$ cat src/rtl/mvau_fold_sched_pkg.sv
// Shared definitions for the MVAU activation-reuse scheduler:
// fold derivation helpers and the scheduler state encoding.
package mvau_defn;

    typedef enum logic {
        FILL  = 1'b0,
        REUSE = 1'b1
    } sched_state_e;

    // Synapse folds: beats per input vector.
    function automatic int unsigned calc_sf(input int unsigned matrix_w, input int unsigned simd);
        return matrix_w / simd;
    endfunction

    // Neuron folds: number of times each vector is replayed.
    function automatic int unsigned calc_nf(input int unsigned matrix_h, input int unsigned pe);
        return matrix_h / pe;
    endfunction

    // Counter width for a 0..n-1 counter, never narrower than one bit.
    function automatic int unsigned cnt_w(input int unsigned n);
        return (n > 1) ? $clog2(n) : 1;
    endfunction

endpackage

$ cat src/rtl/mvau_fold_sched_if.sv
// Upstream activation stream plus downstream beat/sideband bundle
// for mvau_fold_sched. The DUT uses the slave modport.
interface mvau_fold_sched_if #(
    parameter int unsigned ACT_W   = 8,
    parameter int unsigned WADDR_W = 6
);
    logic               in_v;
    logic               in_rdy;
    logic [ACT_W-1:0]   in_act;
    logic               out_v;
    logic               out_rdy;
    logic [ACT_W-1:0]   out_act;
    logic [WADDR_W-1:0] wgt_addr;
    logic               sf_last;
    logic               nf_last;
    logic [31:0]        vec_cnt;

    modport slave (
        input  in_v, in_act, out_rdy,
        output in_rdy, out_v, out_act, wgt_addr, sf_last, nf_last, vec_cnt
    );

    modport master (
        output in_v, in_act, out_rdy,
        input  in_rdy, out_v, out_act, wgt_addr, sf_last, nf_last, vec_cnt
    );
endinterface

$ cat src/rtl/mvau_fold_sched_act_buf.sv
// mvau_act_buf: SF-deep activation buffer, one synchronous write port and
// one asynchronous read port. Contents are not reset.
module mvau_act_buf #(
    parameter int unsigned DEPTH = 8,
    parameter int unsigned WIDTH = 8,
    parameter int unsigned AW    = 3
) (
    input  logic             clk,
    input  logic             we,
    input  logic [AW-1:0]    waddr,
    input  logic [WIDTH-1:0] wdata,
    input  logic [AW-1:0]    raddr,
    output logic [WIDTH-1:0] rdata
);
    logic [WIDTH-1:0] mem_q [DEPTH];

    // Capture the accepted beat at its synapse-fold slot.
    always_ff @(posedge clk) begin
        if (we) mem_q[waddr] <= wdata;
    end

    assign rdata = mem_q[raddr];
endmodule

$ cat src/rtl/mvau_fold_sched.sv
// mvau_fold_sched: accepts each activation vector once (SF beats), replays
// it NF times with matching weight address and fold-boundary flags.
// Optional: define MVAU_FOLD_SCHED_STATS_EN to count completed vectors.
module mvau_fold_sched
    import mvau_defn::*;
#(
    parameter int unsigned MatrixW = 16,
    parameter int unsigned MatrixH = 16,
    parameter int unsigned SIMD    = 2,
    parameter int unsigned PE      = 2,
    parameter int unsigned TSrcI   = 4,
    parameter int unsigned WADDR_W = $clog2(MatrixW / SIMD * MatrixH / PE)
) (
    input  logic                   clk,
    input  logic                   rst_n,
    mvau_fold_sched_if.slave       bus
);
    localparam int unsigned SF    = calc_sf(MatrixW, SIMD);
    localparam int unsigned NF    = calc_nf(MatrixH, PE);
    localparam int unsigned SF_W  = cnt_w(SF);
    localparam int unsigned NF_W  = cnt_w(NF);
    localparam int unsigned ACT_W = SIMD * TSrcI;

    sched_state_e       state_q, state_d;
    logic [SF_W-1:0]    sf_q, sf_d;
    logic [NF_W-1:0]    nf_q, nf_d;
    logic               out_v_q, out_v_d;
    logic [ACT_W-1:0]   out_act_q, out_act_d;
    logic [WADDR_W-1:0] wgt_addr_q, wgt_addr_d;
    logic               sf_last_q, sf_last_d;
    logic               nf_last_q, nf_last_d;

    logic               drain_ok;
    logic               in_rdy;
    logic               load;
    logic               buf_we;
    logic               at_sf_last;
    logic               at_nf_last;
    logic [ACT_W-1:0]   buf_rdata;
    logic [ACT_W-1:0]   load_act;

    mvau_act_buf #(
        .DEPTH (SF),
        .WIDTH (ACT_W),
        .AW    (SF_W)
    ) u_act_buf (
        .clk   (clk),
        .we    (buf_we),
        .waddr (sf_q),
        .wdata (bus.in_act),
        .raddr (sf_q),
        .rdata (buf_rdata)
    );

    // Handshake decode: output slot free, upstream ready only while filling.
    always_comb begin
        drain_ok   = !out_v_q || bus.out_rdy;
        in_rdy     = rst_n && (state_q == FILL) && drain_ok;
        load       = (state_q == FILL) ? (bus.in_v && in_rdy) : drain_ok;
        buf_we     = (state_q == FILL) && load;
        load_act   = (state_q == FILL) ? bus.in_act : buf_rdata;
        at_sf_last = (sf_q == SF_W'(SF - 1));
        at_nf_last = (nf_q == NF_W'(NF - 1));
    end

    // Next-state: output register, sideband, fold counters and FSM advance per load.
    always_comb begin
        state_d    = state_q;
        sf_d       = sf_q;
        nf_d       = nf_q;
        out_v_d    = out_v_q;
        out_act_d  = out_act_q;
        wgt_addr_d = wgt_addr_q;
        sf_last_d  = sf_last_q;
        nf_last_d  = nf_last_q;
        if (drain_ok) out_v_d = load;
        if (load) begin
            out_act_d  = load_act;
            wgt_addr_d = WADDR_W'(nf_q) * WADDR_W'(SF) + WADDR_W'(sf_q);
            sf_last_d  = at_sf_last;
            nf_last_d  = at_nf_last;
            if (at_sf_last) begin
                sf_d = '0;
                if (at_nf_last) begin
                    nf_d    = '0;
                    state_d = FILL;
                end else begin
                    nf_d    = nf_q + NF_W'(1);
                    state_d = REUSE;
                end
            end else begin
                sf_d = sf_q + SF_W'(1);
            end
        end
    end

    // State and output registers.
    always_ff @(posedge clk or negedge rst_n) begin
        if (!rst_n) begin
            state_q    <= FILL;
            sf_q       <= '0;
            nf_q       <= '0;
            out_v_q    <= 1'b0;
            out_act_q  <= '0;
            wgt_addr_q <= '0;
            sf_last_q  <= 1'b0;
            nf_last_q  <= 1'b0;
        end else begin
            state_q    <= state_d;
            sf_q       <= sf_d;
            nf_q       <= nf_d;
            out_v_q    <= out_v_d;
            out_act_q  <= out_act_d;
            wgt_addr_q <= wgt_addr_d;
            sf_last_q  <= sf_last_d;
            nf_last_q  <= nf_last_d;
        end
    end

`ifdef MVAU_FOLD_SCHED_STATS_EN
    logic [31:0] vec_cnt_q, vec_cnt_d;

    // Count vectors as their final beat is loaded.
    always_comb begin
        vec_cnt_d = vec_cnt_q;
        if (load && at_sf_last && at_nf_last) vec_cnt_d = vec_cnt_q + 32'd1;
    end

    // Completed-vector counter register.
    always_ff @(posedge clk or negedge rst_n) begin
        if (!rst_n) vec_cnt_q <= '0;
        else        vec_cnt_q <= vec_cnt_d;
    end

    assign bus.vec_cnt = vec_cnt_q;
`else
    assign bus.vec_cnt = '0;
`endif

    assign bus.in_rdy   = in_rdy;
    assign bus.out_v    = out_v_q;
    assign bus.out_act  = out_act_q;
    assign bus.wgt_addr = wgt_addr_q;
    assign bus.sf_last  = sf_last_q;
    assign bus.nf_last  = nf_last_q;
endmodule

$ cat src/flat_wrapper.sv
// flat-port wrapper written by rule: the top's interface ports become plain ports
module mvau_fold_sched_flat import mvau_defn::*;
#(
    parameter int unsigned MatrixW = 16,
    parameter int unsigned MatrixH = 16,
    parameter int unsigned SIMD    = 2,
    parameter int unsigned PE      = 2,
    parameter int unsigned TSrcI   = 4,
    parameter int unsigned WADDR_W = $clog2(MatrixW / SIMD * MatrixH / PE)
)
  (clk, rst_n, bus_in_v, bus_in_act, bus_out_rdy, bus_in_rdy, bus_out_v, bus_out_act, bus_wgt_addr, bus_sf_last, bus_nf_last, bus_vec_cnt);
  mvau_fold_sched_if #(.ACT_W(8), .WADDR_W(WADDR_W)) bus_i ();
  input  logic clk;
  input  logic rst_n;
  input wire logic [$bits(bus_i.in_v)-1:0] bus_in_v;
  input wire logic [$bits(bus_i.in_act)-1:0] bus_in_act;
  input wire logic [$bits(bus_i.out_rdy)-1:0] bus_out_rdy;
  output wire logic [$bits(bus_i.in_rdy)-1:0] bus_in_rdy;
  output wire logic [$bits(bus_i.out_v)-1:0] bus_out_v;
  output wire logic [$bits(bus_i.out_act)-1:0] bus_out_act;
  output wire logic [$bits(bus_i.wgt_addr)-1:0] bus_wgt_addr;
  output wire logic [$bits(bus_i.sf_last)-1:0] bus_sf_last;
  output wire logic [$bits(bus_i.nf_last)-1:0] bus_nf_last;
  output wire logic [$bits(bus_i.vec_cnt)-1:0] bus_vec_cnt;
  assign bus_i.in_v = bus_in_v;
  assign bus_i.in_act = bus_in_act;
  assign bus_i.out_rdy = bus_out_rdy;
  assign bus_in_rdy = bus_i.in_rdy;
  assign bus_out_v = bus_i.out_v;
  assign bus_out_act = bus_i.out_act;
  assign bus_wgt_addr = bus_i.wgt_addr;
  assign bus_sf_last = bus_i.sf_last;
  assign bus_nf_last = bus_i.nf_last;
  assign bus_vec_cnt = bus_i.vec_cnt;
  mvau_fold_sched #(.MatrixW(MatrixW), .MatrixH(MatrixH), .SIMD(SIMD), .PE(PE), .TSrcI(TSrcI), .WADDR_W(WADDR_W)) u_core (.clk(clk), .rst_n(rst_n), .bus(bus_i));
endmodule
$ cat config.mk
export PLATFORM = sky130hd
export DESIGN_NAME = mvau_fold_sched_flat
export DESIGN_NICKNAME = d
export VERILOG_FILES = /design/src/rtl/mvau_fold_sched_pkg.sv /design/src/rtl/mvau_fold_sched_if.sv /design/src/rtl/mvau_fold_sched_act_buf.sv /design/src/rtl/mvau_fold_sched.sv /design/src/flat_wrapper.sv
export SDC_FILE = /design/constraint.sdc
export NUM_CORES = 1
export LEC_CHECK = 0
export BUFFER_PORTS_ARGS = -buffer_cell sky130_fd_sc_hd__buf_2
export CORE_MARGIN = 4
export CORE_UTILIZATION = 25
export DETAILED_ROUTE_END_ITERATION = 10
export GPL_ROUTABILITY_DRIVEN = 0
export SYNTH_ARGS = -nofsm -noshare
export SYNTH_HDL_FRONTEND = slang
export SYNTH_SLANG_ARGS = --single-unit
$ cat constraint.sdc
create_clock -name clk -period 2.3 [get_ports clk]
set_input_delay 0.115 -clock clk [delete_from_list [all_inputs] [get_ports clk]]
set_output_delay 0.115 -clock clk [all_outputs]
set_load 0.005 [all_outputs]
* After elaboration in Yosys (flattened, before gate mapping)
Memories as Yosys holds them, arrays and structs flattened. A register that Yosys moved wholly into a read port is not among the register bits.
Index checks and enable logic that the tools add are counted.
** Cells by class
- $add $sub $neg :: 3
- Equality and inequality tests :: 2
- Mux-type cells :: 6
- Bitwise operators :: 1
- Reductions and logical operators :: 8
** Operators with widths (number)
- adder 3 x 1 -> 3 bit, second input constant :: 2
- adder 6 x 3 -> 6 bit :: 1
- == test 3 bit, second input constant :: 2
- 2-to-1 mux 3 bit :: 2
- logical AND 1 bit :: 4
- 2-to-1 mux 1 bit :: 4
- logical NOT 1 bit :: 2
- AND reduction 2 bit :: 1
- logical OR 1 bit :: 1
- NOT 1 bit :: 1
** Storage, ports and cells
- Bits in registers :: 16
- Memory bits (writable) :: 64
- Input bits :: 12
- Logic and storage cells :: 28
- Memories :: 1
** Memories
- u_core.u_act_buf.mem_q :: depth 8, width 8, rd ports 1, clocked after memory_dff 1, write ports 1, RTL line mvau_fold_sched_act_buf.sv:15 : logic [WIDTH-1:0] mem_q [DEPTH];

* Logic depth before layout (Yosys ltp)
Gate-level depths: netlist of the first run.
- Depth in word-level cells :: 8
- Depth in mapped cells :: 5

* By module
Synthesis of the first run repeated with hierarchy kept, for this count alone.
** Second synthesis, totals
- Cells, all modules :: 223
- Area total of the unflattened synthesis :: 3880.0 um^2
** By module, submodules not included
- mvau_act_buf :: instances 1, cells each 106, area an instance 2531.2 um^2
- mvau_fold_sched :: instances 1, cells each 117, area an instance 1348.8 um^2

* Worst setup path before layout of the first run
OpenSTA, ideal clock, no wires.
- Path kind :: register to register
- From :: reg u_core.out_v_q, in the netlist u_core.bus.out_v
- To :: mem u_core.u_act_buf.mem_q[0][0] (enable)
- Data arrival time :: 1.838 ns
- Required time :: 1.905 ns
- Setup slack :: 0.067 ns
- Cell stages (with the launch flop) :: 5
- Buffers on the path :: 1
- Period minus slack after synthesis :: 2.233 ns
- Path through :: dfrtp_1 -> nand2b_1 -> nand4b_1 -> clkbuf_1 -> nor4_1
** On the way
- Word-level cells in the longest chain between the ends :: 8
** RTL lines
- from (decl) :: RTL line mvau_fold_sched.sv:27 : logic out_v_q, out_v_d;
- from (signal assigned) :: RTL line mvau_fold_sched.sv:112 : out_v_q <= out_v_d;
- logical NOT 1 bit * :: RTL line mvau_fold_sched.sv:57 : drain_ok = !out_v_q || bus.out_rdy;
- logical OR 1 bit * :: RTL line mvau_fold_sched.sv:57
- logical AND 1 bit :: RTL line mvau_fold_sched.sv:58 : in_rdy = rst_n && (state_q == FILL) && drain_ok;
- logical AND 1 bit :: RTL line mvau_fold_sched.sv:59 : load = (state_q == FILL) ? (bus.in_v && in_rdy) : drain_ok;
- 2-to-1 mux 1 bit * :: RTL line mvau_fold_sched.sv:59
- logical AND 1 bit * :: RTL line mvau_fold_sched.sv:60 : buf_we = (state_q == FILL) && load;
- 2-to-1 mux 1 bit * :: RTL line mvau_fold_sched_act_buf.sv:19 : if (we) mem_q[waddr] <= wdata;
- 2-to-1 mux 1 bit (not written as such) * :: RTL line mvau_fold_sched_act_buf.sv:19
- to (decl) :: RTL line mvau_fold_sched_act_buf.sv:15
Mark *: on every way between the ends. The rest lies on a longest branch, timed or not.

==> reports/metrics.cfg, run 1 <==
[worst_setup_path]
cp_max_fo=19
crit_end=u_core.bus.out_act[1]
path_class=flop to flop
regToRegSetupSlack_ps=440
crit_family=flip-flops
r2r_cells=4
cp-start-kind=flop
cp_cell_sequence=buf_4 -> mux4_2 -> mux2i_1 -> o221ai_1
cp_data_required_time_ps=2500
slowest_delay_ps=850
critPathSlowestCell=dfrtp_1
rr_startpoint=u_core.sf_q[2]
critPathLaunch=u_core.sf_q[2]
cp-end-kind=flop
reg2reg_to=u_core.bus.out_act[1]
arrival_ps=2060
path_buf_inv=1
cp.depth=4

[clock_network]
cts_resized=0
root_buffer=clkbuf_16
cts_buffers=9
cts_buffer_depth=2
cts_max_level=3
hold_buffers=1
clock_latency_ps=340
cts_tree=built
cts.sinks=88
post_cts_buffers=0
path_clk_slew_ps=60

[synth]
synth_cells=226
synth.cell_area_mm2=0.003790
synth-adder-area-share=0.01321
synth-simple-area-share=0.03235
synth_top_family_by_area=multiplexers
ys_warn_count=0
synth_xor_area_frac=0
synthMuxAreaShare=0.1519
synth_compound_area_frac=0.04193
synth-seq-cells=88
ys_seq_area_frac=0.6656
synth.avg_cell_area_um2=16.77
synth.distinct_cells=32

[sta]
rsz0062_at_grt=false
fmax_ghz=0.5365
final-hold-violation-count=0
tns_ps=0
layout_min_cycle_time_ps=1864
max_slew_margin=0.4714
finalSetupViolations=0
fin_crit_sh=0.8105
worstMarginPinSlew_ps=792.9
maxSlewViolCount=0
fin_skew_ps=9.846

[route]
drt-initial-drc-count=181
wl_mm=7.644
drc=0
dr.pass1.iters=4
via_count=2052
drtAntennaViolNets=0
routed_via_density=4.413
wl_per_cell_um=16.44

[final_layout]
final_cell_mix=edfxtp_1, conb_1, buf_2, dfrtp_1, buf_4
final_common_cell=edfxtp_1
drive_gt1_frac=0.3310
antenna_cells=0
nets=292
fin_util=0.3051
syn2layout_area_growth_pct=18.32

[die]
io_pins=62
core_region_area_mm2=0.01470
die_x_um=131.1
num_rows=44
die_area_mm2=0.01719
die_h_um=131.1
start_util=0.2578

[outcome]
outcome=finished clean

[hold_path]
hp-class=primary input to flop

[job]
cap_violations=0

[power_and_ir_drop]
peakVddDrop_mv=0.4846
seqPwrFrac=0.432
clkPwrFrac=0.311
netSwitchingFraction=0.2822
switching_power_w=0.001421
power_density_mw_per_mm2=1123
power_leakage_nw=1.750
p_int_w=0.003614
combPwrFrac=0.257

[global_routing]
antenna_found_initial=1
grt_max_degree=27
track_usage=0.09211
grt_pass1_wl_mm=12.03
grt_pass1_vias=2070
grt_overflow=0

[placement]
hpwl_mm=5.160
port-buffer-count=29

## power groups by stage
stage / Sequential (W) / Combinational, W / Clock (W)
after floorplan: 0.00207 / 0.00103 / 0
after global placement: 0.00221 / 0.00129 / 0
after detailed placement: 0.00221 / 0.00132 / 0
after CTS: 0.00218 / 0.00132 / 0.00160
after global routing: 0.00221 / 0.00144 / 0.00169
final: 0.00217 / 0.00129 / 0.00157
## layer usage
metal | vias up | routed length [µm] | global-route usage
li1 | 906 | - | -
met1 | 1049 | 3392 | 0.1219
met4 | 2 | 56 | 0.01984
met3 | 8 | 703 | 0.04740
met2 | 87 | 3484 | 0.1362
met5 | - | 7 | 0
## worst min path at each step
stage	from	endpoint	cells after the start	slack, ps
floorplan	rst_n	u_core.bus.nf_last	0	-180
global placement	rst_n	u_core.nf_q[2]	2	180
detailed placement	rst_n	u_core.nf_q[2]	2	190
CTS	bus_in_act[7]	u_core.u_act_buf.mem_q[4][7]	1	60
global route	bus_in_act[5]	u_core.u_act_buf.mem_q[5][5]	1	60
finish	bus_in_act[7]	u_core.u_act_buf.mem_q[4][7]	1	70
## registers in the layout (all words and copies together) (netlist names)
| signal | flops |
|---|---|
| u_core.bus.wgt_addr | 6 |
| u_core.nf_q | 3 |
| u_core.state_q | 1 |
| u_core.bus.out_act | 8 |
| u_core.u_act_buf.mem_q | 64 |
| u_core.sf_q | 3 |
| u_core.bus.nf_last | 1 |
| u_core.bus.out_v | 1 |
| u_core.bus.sf_last | 1 |
## cell families (layout without fill, tap and decap cells)
kind of cell / after synthesis / in the layout
DFF: 88 / 88
buffers and inverters: 53 / 77
muxes: 35 / 35
AOI/OAI and AO/OA: 24 / 24
and+or+nand+nor: 21 / 21
adders and majority gates: 4 / 4
other: 1 / 32
## Yosys cell counts
master,n,area share
a21oi_1,1,0.0013
nor2_1,1,0.00099
mux4_1,3,0.021
o21ai_0,12,0.016
nor2_2,1,0.0017
nand4b_1,1,0.0023
buf_4,32,0.063
clkbuf_1,3,0.0030
edfxtp_1,64,0.51
a31o_2,1,0.0023
conb_1,1,0.00099
buf_6,2,0.0059
mux2i_1,8,0.021
inv_1,10,0.0099
a21o_1,1,0.0020
nand4_1,1,0.0017
nor3_1,3,0.0040
nand2_1,5,0.0050
o221ai_1,8,0.018
nand2b_1,1,0.0017
nand3_1,1,0.0013
mux4_2,13,0.077
dfrtp_1,24,0.16
nor4b_1,3,0.0069
nor4_1,2,0.0033
a21boi_0,1,0.0020
nor3b_1,1,0.0020
nor2b_1,1,0.0017
mux2_2,11,0.033
buf_12,1,0.0053
buf_2,5,0.0066
ha_1,4,0.013
## area by class of cell
type                    count  area, µm²
multi-input cells         116       1046
repair buffers             51      325.3
clock buffers              12      246.5
fillers                  1459      10210
inverters                  10      37.54
well taps                 184      230.2
clock inverters             4      76.32
flip-flops and latches     88       2522
## through the flow
stage	instances	power [W]	hold WS [ps]	area, µm²	setup WS, ps
4_1_cts	465	0.005103	63.64	4484	410.3
3_3_place_gp	448	0.003495	175.2	4151	433.1
2_1_floorplan	257	0.003098	-180.6	3906	66.88
5_1_grt	465	0.005335	64.95	4484	325.3
6_report	465	0.005036	70.39	4484	435.9
3_5_place_dp	448	0.003525	186.6	4151	432.4
No activity file was read; power rests on OpenSTA's default activity.
==> run 2: changes to the inputs <==
==> constraint.sdc (replaced) <==
create_clock -name clk -period 1.5 [get_ports clk]
set_input_delay 0.075 -clock clk [delete_from_list [all_inputs] [get_ports clk]]
set_output_delay 0.075 -clock clk [all_outputs]
set_load 0.005 [all_outputs]
==> reports/metrics.cfg, run 2 (same netlist as run 1, synthesis figures left out) <==
[global_routing]
top_usage_layer=met2
grt_overflow=0  ; unchanged
use_met3=0.03058  ; -0.01682
track_usage=0.09476  ; +0.002645
met2_usage=0.1567  ; +0.02045
grt_pass1_vias=2244  ; +8.4%
grt_use_met1=0.1217  ; -0.0002096
grt_max_degree=20  ; -26%
antenna_found_initial=0  ; -1
grt_pass1_wl_mm=12.60  ; +4.7%

[clock_network]
clock_latency_ps=340  ; about the same
cts.sinks=88  ; unchanged
cts_buffer_depth=2  ; unchanged
root_buffer=clkbuf_16
cts_buffers=9  ; unchanged
path_clk_slew_ps=60  ; about the same
cts_max_level=3  ; unchanged
cts_tree=built

[final_layout]
antenna_cells=0  ; unchanged
drive_gt1_frac=0.4355  ; +0.1045
fin_area_mm2=0.004910  ; +9.5%
final_common_cell=edfxtp_1
regMostFlops=u_core.u_act_buf.mem_q
syn2layout_area_growth_pct=29.55
fin_util=0.3340  ; +0.02894
nets=321  ; +9.9%
largest_reg_flops=64  ; unchanged
final_cell_mix=edfxtp_1, conb_1, buf_4, buf_2, dfrtp_1

[placement]
port-buffer-count=29  ; unchanged
hpwl_mm=5.523  ; +7.0%
pre_cts_slack_ps=-129.0  ; -561.4 ps
place_area_mm2=0.004378  ; +5.5%

[sta]
layout_min_cycle_time_ps=1632  ; -231.7 ps
fin_crit_sh=1.088  ; +0.2778
fin_ws_ps=-132.3  ; -568.3 ps
rsz0062_at_grt=true
holdWs_ps=25.65  ; -44.74 ps
fmax_ghz=0.6126  ; +14%
final-hold-violation-count=0  ; unchanged
finalSetupViolations=64  ; +64
fin_skew_ps=8.704  ; -1.142 ps
maxSlewViolCount=0  ; unchanged

[route]
drt-initial-drc-count=116  ; -36%
wl_mm=8.191  ; +7.2%
drtAntennaViolNets=0  ; unchanged
dr.pass1.iters=4  ; unchanged
wl_per_cell_um=16.58  ; +0.87%
routed_via_density=4.391  ; -0.50%
drc=0  ; unchanged
via_count=2169  ; +5.7%

[outcome]
violations=negative setup slack
outcome=complete, but fails checks

[hold_path]
hp-class=primary input to flop

[worst_setup_path]
cp-start-kind=flop
cp_data_required_time_ps=1530  ; -970 ps
arrival_ps=1660  ; -400 ps
cp-end-kind=flop
cp_cell_sequence=nand2b_1 -> nand4b_1 -> buf_6 -> buf_12 -> nor4b_2 -> buf_4
path_class=flop to flop
slowest_delay_ps=370  ; -480 ps
cp_max_fo=8  ; -11
regToRegSetupSlack_ps=-130  ; -570 ps
critPathSlowestCell=dfrtp_1

[die]
die_h_um=131.1  ; unchanged
core_region_area_mm2=0.01470  ; unchanged
die_x_um=131.1  ; unchanged
start_util=0.2578  ; unchanged
io_pins=62  ; unchanged
num_rows=44  ; unchanged
die_area_mm2=0.01719  ; unchanged

[power_and_ir_drop]
total_power_w=0.008283  ; +64%
peakVddDrop_mv=0.5766  ; +19%
power_leakage_nw=1.937  ; +11%
power_density_mw_per_mm2=1687  ; +50%

[job]
cap_violations=0  ; unchanged

## run 2: cell count changes in the layout (fill, tap and decap cells not counted), sizes merged
cell    delta
buf       +28
clkinv     +2
bufinv     -1
clkbuf     +1
inv        -1
## run 2: critical path, delay by kind of cell, from the launching register on
kind / cells / cell delay, ps
buffers and inverters: 3 / 530
flip-flops: 1 / 370
AND/OR/NAND/NOR: 3 / 440
## run 2: timing repair
| action | CTS | global route |
|---|---|---|
| setup endpoints to repair | 69 | 84 |
| resized for setup | 28 | 5 |
| pin swaps | 2 | 3 |
| hold buffers | 1 | 0 |
| buffers inserted | 6 | 7 |
| gates cloned | 0 | 1 |
| hold endpoints to repair | 24 | 0 |
## run 2: final timing paths
| check | from | to | cells past startpoint |
|---|---|---|---|
| max in group asynchronous | rst_n | u_core.sf_q[2] | 4 |
| hold reg to reg | u_core.bus.nf_last | u_core.bus.nf_last | 1 |
| min in group asynchronous | rst_n | u_core.bus.nf_last | 3 |
| setup reg to reg | u_core.bus.out_v | u_core.u_act_buf.mem_q[3][3] | 6 |
| setup / recovery | u_core.bus.out_v | u_core.u_act_buf.mem_q[3][3] | 6 |
| hold / removal | bus_in_act[1] | u_core.u_act_buf.mem_q[1][1] | 1 |
## run 2: final cells by class
type	instances	area, µm²
Multi-Input combinational cell	116	1160
Sequential cell	88	2526
Clock buffer	12	236.5
Clock inverter	4	47.55
Timing Repair Buffer	80	671.9
Tap cell	184	230.2
Fill cell	1408	9789
Inverter	10	37.54
## run 2: where the power goes
group          total (W)  internal, W  leakage [nW]  switching [W]
combinational    0.00290      0.00158         0.921        0.00132
sequential       0.00323      0.00298         0.878       0.000245
clock            0.00216      0.00129         0.138       0.000870
total            0.00828      0.00585          1.94        0.00244
## run 2: stage by stage
| step | instances | TNS, ps |
|---|---|---|
| after floorplan | 257 | -19150 |
| after global placement | 463 | -2363 |
| after detailed placement | 463 | -5095 |
| after CTS | 486 | -4360 |
| after global routing | 494 | -9208 |
| final | 494 | -5224 |
## run 2: layer usage
layer | part of all wire | vias up
met5 | 0 | -
met1 | 0.45 | 1125
met2 | 0.48 | 76
li1 | - | 960
met4 | 0.0079 | 0
met3 | 0.062 | 8
